<file path="src/rtl/hist_eq_lut_ctrl_pkg.sv">
// Shared histogram constants and the LUT-build controller state set.
// Imported by the histogram, LUT-build and remap blocks.
package hist_eq_lut_ctrl_pkg;

  localparam int HIST_W          = 64;
  localparam int HIST_H          = 64;
  localparam int HIST_BINS       = 256;
  localparam int HIST_MAX_VAL    = 255;
  localparam int HIST_TOTAL      = HIST_W * HIST_H;
  localparam int HIST_TOTAL_BIT  = $clog2(HIST_TOTAL);

  typedef enum logic [3:0] {
    S_IDLE,
    S_MIN_RD,
    S_MIN_CHK,
    S_CALC,
    S_RD,
    S_RD_WAIT,
    S_DIV_GO,
    S_DIV_WAIT,
    S_WRITE,
    S_FIN
  } state_e;

endpackage

</file>
<file path="src/rtl/hist_eq_lut_ctrl_calc.sv">
// Per-bin LUT arithmetic: numerator, bypass decision, quotient clamp.
// Purely combinational.
module hist_eq_lut_ctrl_calc
  import hist_eq_lut_ctrl_pkg::*;
#(
  parameter int CW      = HIST_TOTAL_BIT + 1,
  parameter int AW      = $clog2(HIST_BINS),
  parameter int LW      = $clog2(HIST_MAX_VAL + 1),
  parameter int MAX_VAL = HIST_MAX_VAL
) (
  input  logic [CW-1:0] cdf,
  input  logic [CW-1:0] cdf_min,
  input  logic [CW-1:0] den,
  input  logic [AW-1:0] idx,
  input  logic [31:0]   quot,
  output logic          bypass,
  output logic [LW-1:0] lut_byp,
  output logic [31:0]   dividend,
  output logic [LW-1:0] lut_sat
);

  logic [CW-1:0] diff;

  always_comb begin
    diff     = cdf - cdf_min;
    dividend = 32'(diff) * 32'(MAX_VAL);
    bypass   = 1'b1;
    lut_byp  = '0;
    // den == 0 means one grey level: keep the identity map
    if (den == '0) begin
      lut_byp = LW'(idx);
    end else if (cdf > cdf_min) begin
      bypass = 1'b0;
    end
    if (quot > 32'(MAX_VAL)) begin
      lut_sat = LW'(MAX_VAL);
    end else begin
      lut_sat = LW'(quot);
    end
  end

endmodule

</file>
<file path="src/rtl/hist_eq_lut_ctrl.sv">
// Equalization LUT builder: CDF min scan, one divide per bin,
// LUT BRAM writes.
module hist_eq_lut_ctrl
  import hist_eq_lut_ctrl_pkg::*;
#(
  parameter int W               = HIST_W,
  parameter int H               = HIST_H,
  parameter int TOTAL_PIXEL     = W * H,
  parameter int TOTAL_PIXEL_BIT = $clog2(W * H),
  parameter int BINS            = HIST_BINS,
  parameter int MAX_VAL         = HIST_MAX_VAL
) (
  input  logic                                clk,
  input  logic                                rst_n,
  input  logic                                start,
  output logic                                busy,
  output logic                                done,
  output logic                                cdf_rd_en,
  output logic [$clog2(BINS)-1:0]             cdf_addr,
  input  logic [TOTAL_PIXEL_BIT:0]            cdf_data,
  output logic                                div_start,
  output logic [31:0]                         div_dividend,
  output logic [TOTAL_PIXEL_BIT:0]            div_divisor,
  input  logic                                div_done,
  input  logic [31:0]                         div_quotient,
  output logic                                lut_we,
  output logic [$clog2(BINS)-1:0]             lut_addr,
  output logic [$clog2(MAX_VAL+1)-1:0]        lut_wdata
);

  localparam int AW = $clog2(BINS);
  localparam int CW = TOTAL_PIXEL_BIT + 1;
  localparam int LW = $clog2(MAX_VAL + 1);
  localparam logic [AW-1:0] LAST = AW'(BINS - 1);

  state_e        state_q, state_d;
  logic [AW-1:0] idx_q, idx_d;
  logic [CW-1:0] min_q, min_d;
  logic [CW-1:0] den_q, den_d;
  logic [31:0]   dvd_q, dvd_d;
  logic [LW-1:0] lut_q, lut_d;

  logic          c_bypass;
  logic [LW-1:0] c_lut_byp;
  logic [31:0]   c_dividend;
  logic [LW-1:0] c_lut_sat;

  hist_eq_lut_ctrl_calc #(
    .CW      (CW),
    .AW      (AW),
    .LW      (LW),
    .MAX_VAL (MAX_VAL)
  ) u_calc (
    .cdf      (cdf_data),
    .cdf_min  (min_q),
    .den      (den_q),
    .idx      (idx_q),
    .quot     (div_quotient),
    .bypass   (c_bypass),
    .lut_byp  (c_lut_byp),
    .dividend (c_dividend),
    .lut_sat  (c_lut_sat)
  );

  always_ff @(posedge clk) begin
    if (!rst_n) begin
      state_q <= S_IDLE;
      idx_q   <= '0;
      min_q   <= '0;
      den_q   <= '0;
      dvd_q   <= '0;
      lut_q   <= '0;
    end else begin
      state_q <= state_d;
      idx_q   <= idx_d;
      min_q   <= min_d;
      den_q   <= den_d;
      dvd_q   <= dvd_d;
      lut_q   <= lut_d;
    end
  end

  always_comb begin
    state_d      = state_q;
    idx_d        = idx_q;
    min_d        = min_q;
    den_d        = den_q;
    dvd_d        = dvd_q;
    lut_d        = lut_q;
    busy         = 1'b1;
    done         = 1'b0;
    cdf_rd_en    = 1'b0;
    cdf_addr     = '0;
    div_start    = 1'b0;
    div_dividend = '0;
    div_divisor  = '0;
    lut_we       = 1'b0;
    lut_addr     = '0;
    lut_wdata    = '0;
    unique case (state_q)
      S_IDLE: begin
        busy = 1'b0;
        if (start) begin
          idx_d   = '0;
          state_d = S_MIN_RD;
        end
      end
      S_MIN_RD: begin
        cdf_rd_en = 1'b1;
        cdf_addr  = idx_q;
        state_d   = S_MIN_CHK;
      end
      S_MIN_CHK: begin
        if (cdf_data != '0) begin
          min_d   = cdf_data;
          state_d = S_CALC;
        end else if (idx_q == LAST) begin
          min_d   = '0;
          state_d = S_CALC;
        end else begin
          idx_d   = idx_q + 1'b1;
          state_d = S_MIN_RD;
        end
      end
      S_CALC: begin
        den_d   = CW'(TOTAL_PIXEL) - min_q;
        idx_d   = '0;
        state_d = S_RD;
      end
      S_RD: begin
        cdf_rd_en = 1'b1;
        cdf_addr  = idx_q;
        state_d   = S_RD_WAIT;
      end
      S_RD_WAIT: begin
        dvd_d = c_dividend;
        if (c_bypass) begin
          lut_d   = c_lut_byp;
          state_d = S_WRITE;
        end else begin
          state_d = S_DIV_GO;
        end
      end
      S_DIV_GO: begin
        div_start    = 1'b1;
        div_dividend = dvd_q;
        div_divisor  = den_q;
        state_d      = S_DIV_WAIT;
      end
      // operands held steady; a re-start would restart the divider
      S_DIV_WAIT: begin
        div_dividend = dvd_q;
        div_divisor  = den_q;
        if (div_done) begin
          lut_d   = c_lut_sat;
          state_d = S_WRITE;
        end
      end
      S_WRITE: begin
        lut_we    = 1'b1;
        lut_addr  = idx_q;
        lut_wdata = lut_q;
        if (idx_q == LAST) begin
          state_d = S_FIN;
        end else begin
          idx_d   = idx_q + 1'b1;
          state_d = S_RD;
        end
      end
      S_FIN: begin
        busy    = 1'b0;
        done    = 1'b1;
        state_d = S_IDLE;
      end
      default: begin
        busy    = 1'b0;
        state_d = S_IDLE;
      end
    endcase
  end

endmodule

</file>
<file path="config.mk">
export PLATFORM = sky130hd
export DESIGN_NAME = hist_eq_lut_ctrl
export DESIGN_NICKNAME = d
export VERILOG_FILES = /design/src/rtl/hist_eq_lut_ctrl_pkg.sv /design/src/rtl/hist_eq_lut_ctrl_calc.sv /design/src/rtl/hist_eq_lut_ctrl.sv
export SDC_FILE = /design/constraint.sdc
export NUM_CORES = 1
export LEC_CHECK = 0
export CAP_MARGIN = 20
export CELL_PAD_IN_SITES_DETAIL_PLACEMENT = 1
export CELL_PAD_IN_SITES_GLOBAL_PLACEMENT = 2
export CORE_ASPECT_RATIO = 1.25
export CORE_UTILIZATION = 32
export DETAILED_ROUTE_END_ITERATION = 16
export PLACE_DENSITY_LB_ADDON = 0.08
export RECOVER_POWER = 100
export SLEW_MARGIN = 30
export SYNTH_ARGS = -nofsm -noshare
export SYNTH_HDL_FRONTEND = slang
export SYNTH_SLANG_ARGS = --single-unit
</file>
<file path="constraint.sdc">
create_clock -name clk -period 9.15 [get_ports clk]
set_input_delay 1.3725 -clock clk [delete_from_list [all_inputs] [get_ports clk]]
set_output_delay 1.3725 -clock clk [all_outputs]
set_load 0.01 [all_outputs]
</file>
# Word level (Yosys, flattened, before mapping)
# Cells that the tools add are included.
# Widths: inputs -> output; s select.
# op_classes
n_mul	1
n_reduce_logical	13
n_mux	30
n_addsub	3
order_cmp	2
n_eq_ne	14
# op_table
operator	n
$mux 8	10
$mux 13	3
$pmux 4 s9	1
$gt 32x8->1 const B	1
$pmux 8 s4	1
$mul 13x8->21 const B	1
$mux 21	1
$eq 4x3->1 const B	4
$mux 4	4
$pmux 8 s2	1
$gt 13x13->1	1
$logic_not 13->1	1
$reduce_bool 13->1	1
$sub 13x13->13	1
$sub 13x13->13 const A	1
$add 8x1->8 const B	1
$eq 4x2->1 const B	2
$eq 4x4->1 const B	2
$eq 8x8->1 const B	1
$ne 2x2->1 const B	4
$reduce_or 8->1	1
$mux 1	7
$reduce_and 3->1	2
$eq 4x1->1 const B	1
6 further kinds	10
# totals
word_cells	69
output_inout_bits	74
ff_bits	67
in_bits	49

# Longest topological paths before layout
# Gate-level depths: netlist of run 1.
# depth
depth_word	5
mapped_depth	26
depth_no_buf	25

# Hierarchy
# From an unflattened synthesis of run 1, not the netlist that was laid out.
# hier_totals
cells_unflattened	957
hier_area_um2	7596.0
# by_module_without_submodules
module	seq_area_each_um2	instances	area_each_um2	cells_each
hist_eq_lut_ctrl	1561.5	1	3895.0	504
hist_eq_lut_ctrl_calc	0.0	1	3701.0	453

# Least setup slack after synthesis of run 1
# No wires, ideal clock.
# synth_timing
kind	input -> register
startpoint	in cdf_data[0]
endpoint	reg dvd_q[18]
cell_stages	24
arrival_time_ns	6.844
path_slack_ns	2.182
t_required_ns	9.026
path_buffers	0
cell_sequence	inv_1 ha_1 fa_1 nor2b_1 o21ai_0 a21oi_1 o22a_1 a22o_1 nor2_1 xor2_1 fa_1 fa_1 inv_1 fa_1 inv_1 fa_1 inv_1 ha_1 a21o_1 a21o_1 a21o_1 o41ai_1 xor2_1 o21ai_0
# synth_between
elab_chain_len	2
# synth_lines
item	line_no	text
start: declaration	hist_eq_lut_ctrl.sv:20	input logic [TOTAL_PIXEL_BIT:0] cdf_data,
$sub 13x13->13	hist_eq_lut_ctrl_calc.sv:25	diff = cdf - cdf_min;
$mul 13x8->21	hist_eq_lut_ctrl_calc.sv:26	dividend = 32'(diff) * 32'(MAX_VAL);
end signal: assignment	hist_eq_lut_ctrl.sv:78	dvd_q <= dvd_d;
end: declaration	hist_eq_lut_ctrl.sv:40	logic [31:0] dvd_q, dvd_d;
# Every way passes these cells.
# A chain may end at the register's enable or synchronous reset.

# Worst setup path in the final report of run 1
# Ends and elaborated chain as after synthesis.

==> flow_metrics.env, run 1 <==
export IMPL_n_fill_cell=2614
export IMPL_core_sq_um=21620
export IMPL_first_global_vias=6626
export IMPL_fin_hold_ws_ns=0.4617
export IMPL_num_vias=6245
export IMPL_synth_area_per_cell_sq_um=8.006
export IMPL_die_area_sq_um=22690
export IMPL_antenna_left=0
export IMPL_hpwlAfterDp_um=16790
export IMPL_cts_hold_buffers=0
export IMPL_rsz0062_at_grt="false"
export IMPL_synth_area_sq_um=7069
export IMPL_globalplace_congestion=0.7995
export IMPL_finalClockSkew_ns=0.01314
export IMPL_clock_sinks=67
export IMPL_finalSetupViolations=0
export IMPL_cts_tree="built"
export IMPL_synth_warnings=0
export IMPL_relSlewSlack_pct=-31.61
export IMPL_violations="capacitance limit, slew limit"
export IMPL_synth_ff_latch_count=67
export IMPL_area_growth_pct=23.10
export IMPL_crit_path_end_kind="flip-flop"
export IMPL_cts_max_level=3
export IMPL_run_status="finished, violations left"
export IMPL_setup_slack_ns=1.314
export IMPL_synth_main_ff_cell="dfxtp_1"
export IMPL_synth_cell_types=60
export IMPL_fin_nets=1137
export IMPL_grt_max_degree=69
export IMPL_yosysSeqAreaShare_pct=18.97
export IMPL_synthArstFlopShare_pct=0
export IMPL_initial_core_util_pct=32.70
export IMPL_grt_util_all_layers_pct=19.88
export IMPL_drive_gt1_share_pct=3.064
export IMPL_pre_cts_ws_ns=0.9407
export IMPL_port_buffers=111
export IMPL_hold_viol=0
export IMPL_crit_fanout=6
export IMPL_fin_tns_setup_ns=0
export IMPL_required_ns=9.38
export IMPL_hold_path_class="flip-flop to flip-flop"
export IMPL_drc=0
export IMPL_drv_cap=3
export IMPL_wire_per_inst_um=16.79
export IMPL_cts_root_buffer="clkbuf_16"
export IMPL_clock_latency_ns=0.35
export IMPL_syn_instance_count=883
export IMPL_fin_area_sq_um=8702
export IMPL_dr_pass1_iters=4
export IMPL_clk_pin_slew_ns=0.07
export IMPL_placed_area_sq_um=8408
export IMPL_overflow=0
export IMPL_antenna_cells=0
export IMPL_dieWidth_um=134.9
export IMPL_grt_pass1_wl_um=35340
export IMPL_cts_made_buffers=9
export IMPL_fmaxAchievable_ghz=0.1276
export IMPL_tightest_slew_ns=1.974
export IMPL_cts_setup_buffers=0
export IMPL_path_class="input port to flip-flop"
export IMPL_slew_viol_final=72
export IMPL_antenna_found_initial=0
export IMPL_clockBufferDepth=2
export IMPL_die_y_um=168.2
export IMPL_crit_path_start_kind="input port"
export IMPL_synth_edf_count=0
export IMPL_drt_iter0_markers=172
export IMPL_ioPinCount=123
export IMPL_post_route_min_period_ns=7.836
export IMPL_row_count=60
export IMPL_critPathArrivalTime_ns=8.07
export IMPL_period_share_pct=85.64
export IMPL_cts_repair_resized=0
export IMPL_wirelength_um=21120
export IMPL_via_per_inst=4.964
[cell usage in the layout, fill, tap and decap left out, types with 3 or more instances in the layout]
cell type / Yosys / layout
a211oi_1: 6 / 6
a21boi_0: 21 / 23
a21o_1: 16 / 16
a21oi_1: 31 / 31
a221o_1: 3 / 3
a22oi_1: 12 / 12
a31oi_1: 4 / 4
and2_0: 0 / 20
and2_1: 26 / 6
and3_1: 59 / 59
buf_4: 11 / 5
clkbuf_16: 0 / 9
clkdlybuf4s50_1: 0 / 55
conb_1: 1 / 11
dfxtp_1: 67 / 67
dlygate4sd3_1: 0 / 55
fa_1: 45 / 45
ha_1: 68 / 68
inv_1: 111 / 111
nand2_1: 61 / 61
nand2b_1: 5 / 5
nand3_1: 26 / 26
nand3b_1: 4 / 4
nand4_1: 7 / 7
nor2_1: 47 / 47
nor2b_1: 25 / 24
nor3_1: 18 / 18
nor4_1: 11 / 11
o211a_1: 5 / 5
o21a_1: 4 / 4
o21ai_0: 48 / 49
o21bai_1: 5 / 5
o31a_1: 3 / 3
o31ai_1: 4 / 4
o41ai_1: 4 / 4
or3_1: 5 / 5
xnor2_1: 37 / 37
xor2_1: 16 / 16
[critical path, stage by stage]
cell	delay [ns]
dlygate4sd3_1	0.63
inv_1	0.07
ha_1	0.23
fa_1	0.41
nor2b_1	0.12
o21ai_0	0.11
a21oi_1	0.22
o22a_1	0.24
xor2_1	0.42
o21ai_0	0.26
xnor2_1	0.22
fa_1	0.47
fa_1	0.55
inv_1	0.06
fa_1	0.53
inv_1	0.04
ha_1	0.35
and3_1	0.22
a2111oi_0	0.57
a211oi_1	0.28
o41ai_1	0.44
xor2_1	0.18
o21ai_0	0.08
[cells by family (layout without fill, tap and decap cells)]
family	after synthesis	after routing	share of synthesized area [%]
AOI/OAI and AO/OA	183	183	17.26
xor gates and xnor gates	53	53	6.566
adders and majority gates	113	113	24.78
buffers and inverters	158	244	9.097
DFF	67	67	18.97
muxes	2	2	0.2832
other	1	11	0.05305
and+or+nand+nor	306	306	22.99
[layer usage]
layer	GRT usage [%]	wire length, um	vias up
met2	35.14	10770	63
met3	2.951	461	23
met5	0	0	-
met4	5.423	384	0
li1	-	-	3156
met1	24.87	9501	3003
[sequential cells by signal, indices dropped and copies added (netlist names)]
register	flops
idx_q	8
lut_q	8
state_q	4
dvd_q	21
min_q	13
den_q	13
[area by class of cell]
cell class	count	area, sq um	share of cell area [%]
tap	279	349.1	4.012
sequential	67	1341	15.41
multi-input combinational	668	5127	58.92
timing repair buffer	118	1151	13.23
inverter	111	416.7	4.788
clock inverter	5	77.57	0.8914
clock buffer	10	239.0	2.746
[final timing paths]
kind | startpoint | slack, ns | to | cells past startpoint
hold reg to reg | dvd_q[2] | 0.46 | dvd_q[2] | 2
setup reg to reg | min_q[1] | 2.51 | dvd_q[18] | 23
setup / recovery | cdf_data[0] | 1.31 | dvd_q[18] | 23
hold / removal | dvd_q[2] | 0.46 | dvd_q[2] | 2
[Yosys cell counts, types with 6 or more instances]
library cell    n  area [sq um]
nor2_1         47         176.4
nand4_1         7         43.79
a21oi_1        31         155.2
nand3_1        26         130.1
a21o_1         16         120.1
inv_1         111         416.7
nor3_1         18         90.09
xnor2_1        37         324.1
a211oi_1        6         45.04
fa_1           45         900.9
xor2_1         16         140.1
dfxtp_1        67          1341
nor2b_1        25         156.4
o21ai_0        48         240.2
buf_4          11         82.58
and3_1         59         369.1
nor4_1         11         68.82
a22oi_1        12         90.09
clkbuf_1       33         123.9
nand2_1        61         229.0
a21boi_0       21         157.7
and2_1         26         162.7
ha_1           68         850.8
[per-stage QoR]
step	util (%)	std cells
after global placement	38.81	1243
after detailed placement	38.89	1243
after floorplan	-	893
after global routing	40.25	1258
final	40.25	1258
after CTS	40.35	1258
Power of run 1 is not shown: default switching activity piles up to over one toggle a cycle in this logic, so the estimate is an artifact.
==> run 2, diff against run 1 <==
Settings changed: CTS_CLUSTER_DIAMETER set to 120.
Clock period 9.15 ns to 7.5 ns, I/O delays scaled along.
==> run 2 against run 1 <==
Against the previous run: the run still ends with capacitance limit, slew limit left; die area unchanged; worst setup slack got worse by 0.94 ns; sequential cell count unchanged; first-iteration DRC count increased by 32%; non-clock buffer count increased by 20; count of clock-buffer cells in the layout increased by 2; hold slack improved by 0.0026 ns; largest cell class unchanged.
==> flow_metrics.env, run 2 (same netlist as run 1, synthesis figures left out) <==
export IMPL_run_status="finished, violations left"
export IMPL_violations="capacitance limit, slew limit"
export IMPL_globalplace_congestion=0.7833
export IMPL_cts_made_buffers=9
export IMPL_die_y_um=168.2
export IMPL_crit_fanout=5
export IMPL_fin_area_sq_um=8864
export IMPL_drc=0
export IMPL_period_share_pct=95.07
export IMPL_cts_setup_buffers=0
export IMPL_drv_cap=3
export IMPL_first_global_vias=6801
export IMPL_antenna_found_initial=1
export IMPL_wire_per_inst_um=16.77
export IMPL_area_growth_pct=25.38
export IMPL_tightest_slew_ns=2.112
export IMPL_initial_core_util_pct=32.70
export IMPL_antenna_cells=0
export IMPL_placed_area_sq_um=8558
export IMPL_n_fill_cell=2638
export IMPL_via_per_inst=4.966
export IMPL_post_route_min_period_ns=7.130
export IMPL_cts_tree="built"
export IMPL_hpwlAfterDp_um=17140
export IMPL_highest_layer="met4"
export IMPL_clock_latency_ns=0.35
export IMPL_dieWidth_um=134.9
export IMPL_clock_sinks=67
export IMPL_die_area_sq_um=22690
export IMPL_grt_pass1_wl_um=35630
export IMPL_met1_length_um=9543
export IMPL_worst_path_max_delay_cell="fa_1"
export IMPL_crit_path_start_kind="input port"
export IMPL_critPathArrivalTime_ns=7.36
export IMPL_slew_viol_final=66
export IMPL_grt_util_all_layers_pct=20.07
export IMPL_drt_iter0_markers=227
export IMPL_final_cell_mix="inv_1, ha_1, dfxtp_1"
export IMPL_fin_nets=1157
export IMPL_biggestRegsByFlops="dvd_q (21), den_q (13), min_q (13)"
export IMPL_finalClockSkew_ns=0.01078
export IMPL_num_vias=6352
export IMPL_ioPinCount=123
export IMPL_row_count=60
export IMPL_dr_pass1_iters=4
export IMPL_setup_slack_ns=0.3701
export IMPL_clk_pin_slew_ns=0.07
export IMPL_cts_max_level=3
export IMPL_largest_register_ffs=21
export IMPL_crit_top_cell="fa_1"
export IMPL_regMostFlops="dvd_q"
export IMPL_port_buffers=111
export IMPL_path_class="input port to flip-flop"
export IMPL_met3_length_um=386
export IMPL_max_stage_delay_ns=0.55
export IMPL_hold_path_class="flip-flop to flip-flop"
export IMPL_core_sq_um=21620
export IMPL_layout_commonest_cell="inv_1"
export IMPL_cts_root_buffer="clkbuf_16"
export IMPL_wl_met2_um=11170
export IMPL_pre_cts_ws_ns=-0.01420
export IMPL_hold_viol=0
export IMPL_drive_gt1_share_pct=4.900
export IMPL_path_cells="clkdlybuf4s50_1, inv_1, ha_1, fa_1, nor2b_1, o21ai_0, a21oi_1, o22a_1, xor2_1, o21ai_0, xnor2_1, fa_1, fa_1, inv_1, fa_1, inv_1, ha_1, a21o_1, or3_1, o221a_2, a221o_1, a31oi_1, xor2_1, o21ai_0"
export IMPL_grt_max_degree=69
export IMPL_rsz0062_at_grt="false"
export IMPL_fmaxAchievable_ghz=0.1403
export IMPL_antenna_left=0
export IMPL_overflow=0
export IMPL_relSlewSlack_pct=-40.81
export IMPL_required_ns=7.73
export IMPL_finalSetupViolations=0
export IMPL_crit_path_end_kind="flip-flop"
export IMPL_clockBufferDepth=2
export IMPL_wirelength_um=21450
run 2: repair_timing:
action                                  4_1_cts  5_1_grt
resized for setup                             0        2
endpoints found under the setup margin        0        3
hold buffers                                  0        0
hold endpoints to repair                      0        0
run 2: final cells by class:
type	instances	area, sq um	share of cell area [%]
flip-flops and latches	67	1343	15.15
multi-input cells	668	5136	57.95
clock buffers	12	256.5	2.894
well taps	279	349.1	3.938
repair buffers	138	1290	14.55
inverters	111	416.7	4.701
clock inverters	4	72.57	0.8187
run 2: metrics by stage:
stage	TNS, ns	utilization [%]	instances	hold slack [ns]
after floorplan	0	-	893	0.4354
after global placement	0	39.50	1263	0.4548
after detailed placement	-0.01420	39.58	1263	0.4591
after CTS	0	41.11	1279	0.4668
after global routing	0	41.00	1279	0.4943
final	0	41.00	1279	0.4643
run 2: final timing paths:
path,startpoint,to,slack (ns),cells after the start
setup / recovery,cdf_data[0],dvd_q[19],0.37,24
hold / removal,dvd_q[2],dvd_q[2],0.46,2
setup reg to reg,min_q[2],dvd_q[19],1.23,22
hold reg to reg,dvd_q[2],dvd_q[2],0.46,2
run 2: worst max-delay path: cells and delay by family:
| family | cells | cell delay [ns] |
|---|---|---|
| adders and majority gates | 6 | 2.54 |
| buffers and inverters | 4 | 0.68 |
| xor gates and xnor gates | 3 | 0.44 |
| and+or+nand+nor | 2 | 0.44 |
| AOI/OAI and AO/OA | 9 | 2.13 |
run 2: layer usage:
| metal | global-route usage [%] | up-vias |
|---|---|---|
| met4 | 5.325 | 0 |
| met3 | 2.620 | 21 |
| met1 | 24.66 | 3067 |
| li1 | - | 3195 |
| met5 | 0 | - |
| met2 | 36.33 | 69 |
Power of run 2 is left out for the same reason.
==> variant: new RTL, flow settings as in run 1 <==
Reset style: asynchronous (`rst_n`), changed in one clocked block.
--- a/src/rtl/hist_eq_lut_ctrl.sv
+++ b/src/rtl/hist_eq_lut_ctrl.sv
@@ -62,7 +62,7 @@
     .lut_sat  (c_lut_sat)
   );
 
-  always_ff @(posedge clk) begin
+  always_ff @(posedge clk or negedge rst_n) begin
     if (!rst_n) begin
       state_q <= S_IDLE;
       idx_q   <= '0;
Check against the original RTL: differs if rst_n is asserted again (counterexample within 4 cycles, from zero or initial values and one cycle with rst_n low); with rst_n held inactive, the same outputs for 4 cycles.
==> variant against run 1 <==
  * The run still ends with max-capacitance violations, max-slew violations left
  * Register-to-register slack lost 0.20 ns
  * Worst hold slack gained 0.011 ns
  * Cell count shrank 6.6%
  * Sequential cell count is the same
  * Wire length shrank 6.0%
  * Global-route usage shrank 0.82 points
  * Area after synthesis shrank 1.2%
  * Setup slack lost 0.23 ns
  * Die area shrank 1.2%
  * Final area shrank 0.73%
  * Critical path type unchanged
Power is not shown: default switching activity piles up to over one toggle a cycle in this logic, so the estimate is an artifact.
==> variant: results <==
{
  "clockBufferDepth": 2,
  "clk_pin_slew_worst_paths_ns": 0.06,
  "final_layout_size_suffix_gt1_frac": 0.0502,
  "dieWidth_um": 134,
  "crit_path_max_incr_delay_ns": 0.62,
  "dr_total_vias": 5737,
  "rr_worst_depth": 24,
  "cts-root-buf": "clkbuf_16",
  "status": "complete, but fails checks",
  "netlist_top_cells_count": "118 x inv_1, 68 x ha_1, 67 x dfrtp_1",
  "slew_headroom": -1.60,
  "hold-worst-slack_ns": 0.472,
  "wl_per_cell_um": 16.9,
  "yosys-top-cells-area": "dfrtp_1 24%, fa_1 13%, ha_1 12%, inv_1 6.3%, and3_1 5.0%",
  "cts_made_buffers": 9,
  "drt_iter0_markers": 133,
  "worstPathArrival_ns": 8.21,
  "path_max_fanout": 9,
  "post_cts_buffers": 0,
  "htree_levels": 3,
  "grt_max_degree": 68,
  "insertedDiodeCount": 0,
  "violations": "max-capacitance violations, max-slew violations",
  "ys_types": 64,
  "slew_violations": 128,
  "grtUsageTotal": 0.191,
  "drtPass1Iterations": 4,
  "largest_registers": "dvd_q (21), den_q (13), min_q (13)",
  "dpl_worst_slack_ns": 0.930,
  "synth_flop_cell": "dfrtp_1",
  "fin_skew_ns": 0.00661,
  "ant_nets": 0,
  "cts_resized": 0,
  "hold_path.class": "flip-flop to flip-flop",
  "grt_pass1_wl_um": 33600,
  "gp_congestion": 0.848,
  "ys_warn_count": 0,
  "port_buffers": 111,
  "async_flop_share": 1.00,
  "max-cap-violations": 3,
  "worstHoldPathCells": 2,
  "dp_hpwl_um": 16200,
  "clock_latency_ns": 0.34,
  "antenna_found_initial": 0,
  "ys_seq_area_frac": 0.240,
  "nets": 1053,
  "crit_slowest_cell": "dlygate4sd3_1",
  "grt_pass1_vias": 6427
}
variant: cell types whose count changed after synthesis, sizes merged, moves of 12 or more:
cell    delta
a21boi    -22
a21oi     +13
a22oi     -12
and2      -15
clkbuf    -12
dfrtp     +67
dfxtp     -67
nand3     -20
nor2      -20
nor2b     -17
variant: cell families (layout without fill, tap and decap cells):
family | count (synthesis) | after routing | synth area share
and+or+nand+nor | 227 | 227 | 0.175
buffers and inverters | 155 | 252 | 0.0926
AOI/OAI and AO/OA | 150 | 150 | 0.140
adders and majority gates | 114 | 114 | 0.252
DFF | 67 | 67 | 0.240
xor gates and xnor gates | 62 | 62 | 0.0788
muxes | 13 | 13 | 0.0206
other | 1 | 11 | 0.000537
variant: worst max-delay path, delay by kind of cell:
family | cells | cell delay, ns
XOR/XNOR | 2 | 0.31
buffers and inverters | 8 | 1.46
AO/OA/AOI/OAI | 8 | 1.87
adder cells (fa/ha/maj) | 7 | 2.93
AND/OR/NAND/NOR | 2 | 0.27
variant: routing by layer:
layer	track usage	share of wire	vias to the layer above
met4	0.0616	0.022	0
met2	0.354	0.54	86
met3	0.0245	0.023	21
met5	0	0	-
li1	-	-	2828
met1	0.224	0.41	2802
variant: per-stage QoR:
step,cells,instance area [µm²]
floorplan,799,7020
global placement,1159,8330
detailed placement,1159,8330
CTS,1175,8690
global route,1175,8640
finish,1175,8640
variant: cell type report:
class,count,area (µm²)
clock inverters,6,138
multi-input cells,577,4660
well taps,279,349
inverters,118,443
fillers,2555,12800
clock buffers,10,229
repair buffers,118,1140
flip-flops and latches,67,1680
variant: final timing paths:
check,slack [ns],from,endpoint
min in group asynchronous,2.48,rst_n,lut_q[6]$_DFFE_PN0P_
hold reg to reg,0.47,dvd_q[2]$_DFFE_PN0P_,dvd_q[2]$_DFFE_PN0P_
max in group asynchronous,4.48,rst_n,min_q[6]$_DFFE_PN0P_
setup reg to reg,2.31,min_q[2]$_DFFE_PN0P_,dvd_q[19]$_DFFE_PN0P_
setup / recovery,1.09,cdf_data[0],dvd_q[19]$_DFFE_PN0P_
hold / removal,0.47,dvd_q[2]$_DFFE_PN0P_,dvd_q[2]$_DFFE_PN0P_
